===== src/rtl/div7_pkg.sv =====
// -----------------------------------------------------------------------------
// div7_pkg
// Shared definitions for the 7-bit signed sequential divider: operand width,
// FSM state encoding, fixed result codes and two's-complement helpers.
// -----------------------------------------------------------------------------
`timescale 1ns/1ps
package div7_pkg;

    localparam int W     = 7;
    localparam int CNT_W = $clog2(W);

    typedef enum logic [1:0] {
        IDLE = 2'd0,
        CALC = 2'd1,
        FIX  = 2'd2,
        DONE = 2'd3
    } state_e;

    // Quotient reported on a zero divisor (-1).
    localparam logic [W-1:0] DIV0_Q  = 7'h7F;
    // Most negative operand; its magnitude 64 still fits in W unsigned bits.
    localparam logic [W-1:0] MIN_NEG = 7'h40;

    // Two's-complement negation modulo 2^W.
    function automatic logic [W-1:0] neg(input logic [W-1:0] x);
        return ~x + {{(W-1){1'b0}}, 1'b1};
    endfunction

    // Unsigned magnitude of a signed operand.
    function automatic logic [W-1:0] mag(input logic [W-1:0] x);
        return x[W-1] ? neg(x) : x;
    endfunction

endpackage


===== src/rtl/div_step.sv =====
// -----------------------------------------------------------------------------
// div_step
// One combinational restoring-division step.
//   rem_i   partial remainder (W+1 bits, always < divisor magnitude)
//   bit_i   next dividend bit shifted into the remainder
//   dmag_i  divisor magnitude
//   rem_o   next partial remainder
//   q_o     quotient bit produced by this step
// -----------------------------------------------------------------------------
`timescale 1ns/1ps
module div_step
    import div7_pkg::*;
(
    input  logic [W:0]   rem_i,
    input  logic         bit_i,
    input  logic [W-1:0] dmag_i,
    output logic [W:0]   rem_o,
    output logic         q_o
);

    logic [W:0] shifted;
    logic [W:0] diff;

    assign shifted = {rem_i[W-1:0], bit_i};

    // Subtract as add of the inverted operand with carry-in 1. Since the
    // shifted remainder is below 2*|divisor|, the difference lies in
    // [-64, 63] and its MSB is exactly the borrow.
    assign diff  = shifted + ~{1'b0, dmag_i} + {{W{1'b0}}, 1'b1};
    assign q_o   = ~diff[W];
    assign rem_o = q_o ? diff : shifted;

endmodule


===== src/rtl/divider_7b.sv =====
// -----------------------------------------------------------------------------
// divider_7b
// Sequential signed divider for W-bit two's-complement operands. Restoring
// shift-and-subtract on magnitudes, one quotient bit per clock, followed by a
// sign fix-up cycle. Quotient truncates toward zero; remainder takes the sign
// of the dividend.
//   clk, rst              clock; synchronous active-high reset
//   in_valid / in_ready   operand handshake (in_ready only in IDLE)
//   dividend, divisor     signed operands
//   out_valid / out_ready result handshake
//   quotient, remainder   signed results
//   div_by_zero           divisor was zero (quotient -1, remainder = dividend)
//   overflow              -64 / -1, quotient wraps to 7'h40
// -----------------------------------------------------------------------------
`timescale 1ns/1ps
module divider_7b
    import div7_pkg::*;
(
    input  logic         clk,
    input  logic         rst,
    input  logic         in_valid,
    output logic         in_ready,
    input  logic [W-1:0] dividend,
    input  logic [W-1:0] divisor,
    output logic         out_valid,
    input  logic         out_ready,
    output logic [W-1:0] quotient,
    output logic [W-1:0] remainder,
    output logic         div_by_zero,
    output logic         overflow
);

    state_e           state_q;
    logic [CNT_W-1:0] cnt_q;
    logic [W:0]       prem_q;      // partial remainder
    logic [W-1:0]     qsr_q;       // dividend bits out, quotient bits in
    logic [W-1:0]     dmag_q;
    logic             sd_q;
    logic             sv_q;
    logic             ovf_pend_q;

    logic             out_valid_q;
    logic [W-1:0]     quotient_q;
    logic [W-1:0]     remainder_q;
    logic             dbz_q;
    logic             ovf_q;

    logic [W:0]       prem_d;
    logic             qbit_d;

    div_step u_step (
        .rem_i  (prem_q),
        .bit_i  (qsr_q[W-1]),
        .dmag_i (dmag_q),
        .rem_o  (prem_d),
        .q_o    (qbit_d)
    );

    assign in_ready    = (state_q == IDLE);
    assign out_valid   = out_valid_q;
    assign quotient    = quotient_q;
    assign remainder   = remainder_q;
    assign div_by_zero = dbz_q;
    assign overflow    = ovf_q;

    // NOTE: every register here is assigned with <= so all of them sample the
    // pre-edge values; a blocking = would let later statements see new state.
    always_ff @(posedge clk) begin
        if (rst) begin
            state_q     <= IDLE;
            cnt_q       <= '0;
            prem_q      <= '0;
            qsr_q       <= '0;
            dmag_q      <= '0;
            sd_q        <= 1'b0;
            sv_q        <= 1'b0;
            ovf_pend_q  <= 1'b0;
            out_valid_q <= 1'b0;
            quotient_q  <= '0;
            remainder_q <= '0;
            dbz_q       <= 1'b0;
            ovf_q       <= 1'b0;
        end else begin
            case (state_q)
                IDLE: begin
                    if (in_valid) begin
                        sd_q       <= dividend[W-1];
                        sv_q       <= divisor[W-1];
                        dmag_q     <= mag(divisor);
                        ovf_pend_q <= (dividend == MIN_NEG) && (divisor == {W{1'b1}});
                        if (divisor == '0) begin
                            // Zero divisor skips the iteration entirely.
                            quotient_q  <= DIV0_Q;
                            remainder_q <= dividend;
                            dbz_q       <= 1'b1;
                            ovf_q       <= 1'b0;
                            out_valid_q <= 1'b1;
                            state_q     <= DONE;
                        end else begin
                            cnt_q   <= CNT_W'(W - 1);
                            prem_q  <= '0;
                            qsr_q   <= mag(dividend);
                            state_q <= CALC;
                        end
                    end
                end
                CALC: begin
                    prem_q <= prem_d;
                    qsr_q  <= {qsr_q[W-2:0], qbit_d};
                    if (cnt_q == '0) begin
                        state_q <= FIX;
                    end else begin
                        cnt_q <= cnt_q - 1'b1;
                    end
                end
                FIX: begin
                    // -64 / -1 yields magnitude 64, which reads back as 7'h40.
                    quotient_q  <= (sd_q ^ sv_q) ? neg(qsr_q) : qsr_q;
                    remainder_q <= sd_q ? neg(prem_q[W-1:0]) : prem_q[W-1:0];
                    ovf_q       <= ovf_pend_q;
                    dbz_q       <= 1'b0;
                    out_valid_q <= 1'b1;
                    state_q     <= DONE;
                end
                DONE: begin
                    if (out_ready) begin
                        out_valid_q <= 1'b0;
                        state_q     <= IDLE;
                    end
                end
                default: state_q <= IDLE;
            endcase
        end
    end

endmodule


===== config.mk =====
export PLATFORM = sky130hd
export DESIGN_NAME = divider_7b
export DESIGN_NICKNAME = d
export VERILOG_FILES = /design/src/rtl/div7_pkg.sv /design/src/rtl/div_step.sv /design/src/rtl/divider_7b.sv
export SDC_FILE = /design/constraint.sdc
export NUM_CORES = 1
export LEC_CHECK = 0
export ABC_AREA = 1
export BUFFER_PORTS_ARGS = -buffer_cell sky130_fd_sc_hd__buf_2
export CORE_ASPECT_RATIO = 1.75
export CORE_MARGIN = 2
export CORE_UTILIZATION = 50
export DETAILED_ROUTE_END_ITERATION = 7
export GPL_TIMING_DRIVEN = 0
export PLACE_DENSITY_LB_ADDON = 0.3
export SLEW_MARGIN = 10
export SYNTH_ARGS = -nofsm -noshare
export SYNTH_HDL_FRONTEND = slang
export SYNTH_SLANG_ARGS = --single-unit

===== constraint.sdc =====
create_clock -name clk -period 2.7 [get_ports clk]
set_clock_uncertainty 0.2 [all_clocks]
set_input_delay 0.27 -clock clk [delete_from_list [all_inputs] [get_ports clk]]
set_output_delay 0.27 -clock clk [all_outputs]
set_load 0.02 [all_outputs]

==> flow_summary.ini <==
[finish]
ant_diodes = 0
layout.cells.most_common = sky130_fd_sc_hd__nand2_1
fin_nets = 525
area_growth_pct = 12.5
post-route-cell-area_um2 = 3420
post_route_cells_drive_above_1_share_pct = 16.6
final_cell_mix = 104 x sky130_fd_sc_hd__nand2_1, 58 x sky130_fd_sc_hd__inv_1, 49 x sky130_fd_sc_hd__nand3_1

[synthesis]
synth.top_cell.area_share_pct = 30.3
synth_top_area_cell = sky130_fd_sc_hd__dfxtp_1
post_syn_area_um2 = 3040
mappedNetlistNets = 483
synth_seq_cells = 46
synth_cell_types = 40
synthCells = 445
yosys_warnings = 0
synth_sequential_area_ratio_pct = 30.3
synth_area_per_cell_um2 = 6.84
yosys-top-cells-area = sky130_fd_sc_hd__dfxtp_1 30%, sky130_fd_sc_hd__nand2_1 13%, sky130_fd_sc_hd__nand3_1 8.1%

[timing]
setup_tns_ps = 0
final-hold-violation-count = 0
period_minus_slack_ps = 2120
timing.final.max_slew_violations = 0
max_slew_margin_pct = 56.7
setup_ws_ps = 585
worstMarginPinSlew_ps = 649
setup_viol = 0
rsz0062_at_grt = no
clock.fmax_mhz = 473
period_share_pct = 78.3
hold_slack_ps = 45.2

[clock_network]
insertion_delay_ps = 300
cts_made_buffers = 5
cts_setup_buffers = 0
cts_hold_buffers = 0
cts_root_buf = sky130_fd_sc_hd__clkbuf_8
tritoncts = built
total_of_cells_resized_after_clock_tree_synthesis = 0
ctsHtreeMaxLevel = 2
clkSinkCount = 46
path_clk_slew_ps = 90
max-clock-path-buffers = 2

[power]
p_leak_nw = 1.57
vdd_drop_max_mv = 0.810
power_per_cell_area_nw_per_um2 = 1150
totalPowerFinal_mw = 3.93

[floorplanning]
initial_standard_cell_utilization_of_the_core_pct = 51.8
core-area_um2 = 5880
die_ht_um = 107
io_pins = 36
die_width_um = 63.0
die_area_um2 = 6750
num_rows = 37

[setup_path]
worstSetupEndpointType = register
timing_worst_setup_path_type = reg -> reg
worst_setup_path_start_kind = register
critical_path_arrival_ps = 2100
cp.buffers_inverters = 2
timing.critical_path.required_ps = 2680
critical-path-top-cell-by-count = sky130_fd_sc_hd__nand2_1
crit_fanout = 5
cpMaxStageDelayCell = sky130_fd_sc_hd__fa_1
critical_path.max_stage_delay_ps = 400
cell_type_group_with_the_largest_total_delay_on_the_critical_path = adder cells
critical_path.cell_chain = inv_1, ha_1, inv_1, fa_1, nand2_1, nand2_1, a21o_1, nand2_1, nand3_1, nand3_1, a21oi_1

[global_route]
overflow = 0
grtUsageTotal_pct = 25.2
grt_pass1_vias = 3094
number_of_antenna_violations_at_the_first_check_in_global_routing = 0
grt_first_pass_wirelength_mm = 13.5
largest_net_degree_at_the_start_of_global_routing = 15

[worst_hold_path]
hold_path_class = in -> reg

[route]
finalWirelength_mm = 7.84
initial_drt_pass_iterations = 4
met3_wirelength_um = 271
met2_layer_wire_length_in_the_routed_design_mm = 4.20
route.detailed.wl_per_inst_um = 13.9
drcViolationCount = 0
ant_nets = 0
maxUsedRoutingLayer = met4
met1Wirelength_mm = 2.93
detailed_route_iter0_violations = 106
drt-vias-per-instance = 5.41
route.vias.total = 3064

[run_status]
status = complete, no violations

[placed_design]
placement.setup.worst_slack_ps = 575
gp_routability_congestion = 0.955
detailedPlacementHpwl_mm = 6.15
number_of_buffers_added_on_ports = 35
placedInstanceArea_um2 = 3320

[flow_run]
cap_violations = 0
==> Yosys cell counts (all sizes together) <==
cell,number
a211oi,2
dfxtp,46
nand2,111
nand3,52
fa,1
buf,8
nor4,1
inv,60
or4,1
clkinv,2
o21ai,31
a21oi,45
nand3b,6
nand4,1
clkbuf,5
nor3,5
xor2,6
ha,19
o221ai,1
a21o,1
nor2,25
a31oi,5
xnor2,3
o211ai,4
or2,4
==> worst min-delay path: stages <==
cell	delay, ps
sky130_fd_sc_hd__buf_2	110
sky130_fd_sc_hd__nand2_1	60
sky130_fd_sc_hd__a31oi_1	70
==> sequential cells by signal, summed over array words and instances (netlist names), 2 cells and up <==
register,cells
remainder,7
state_q,2
quotient,7
dmag_q,7
prem_q,7
qsr_q,7
cnt_q,3
==> layer usage <==
metal  track usage [%]  up-vias
met2              47.0       84
met3              2.62       28
li1                  -     1540
met1              26.1     1412
met4              16.3        0
met5                 0        -
==> final cells by class <==
class	count	area [µm²]
clock inverter	3	40.0
clock buffer	5	68.8
inverter	62	238
buffer	13	90.1
sequential	46	921
timing repair buffer	35	175
multi-input combinational	324	1790
tap	78	97.6
fill	600	2450
==> cells by family (layout without fill, tap and decap cells) <==
group           count (synthesis)  after routing  synth area share, %
compound gates                 89             89                 16.7
simple gates                  206            206                 31.0
flops                          46             46                 30.3
buf+inv                        75            118                 10.8
fa+ha+maj                      20             20                 8.47
xor+xnor                        9              9                 2.84
==> through the flow <==
step | utilization [%] | std cells
global route | 58.2 | 566
detailed placement | 56.4 | 558
floorplan | - | 445
finish | 58.2 | 566
global placement | 56.4 | 558
CTS | 58.2 | 566
==> power by group <==
group / total (mW) / internal, mW / switching [mW]
registers: 1.05 / 0.901 / 0.148
clock network: 0.511 / 0.273 / 0.239
logic: 2.37 / 0.832 / 1.53
==> final timing paths <==
path,start,end,slack (ps),depth (start not counted)
min reg2reg,cnt_q[2],cnt_q[2],270,2
max reg2reg,qsr_q[6],prem_q[4],580,11
min,dividend[0],remainder[0],50,3
max,qsr_q[6],prem_q[4],580,11
(Power assumes the default switching activity.)
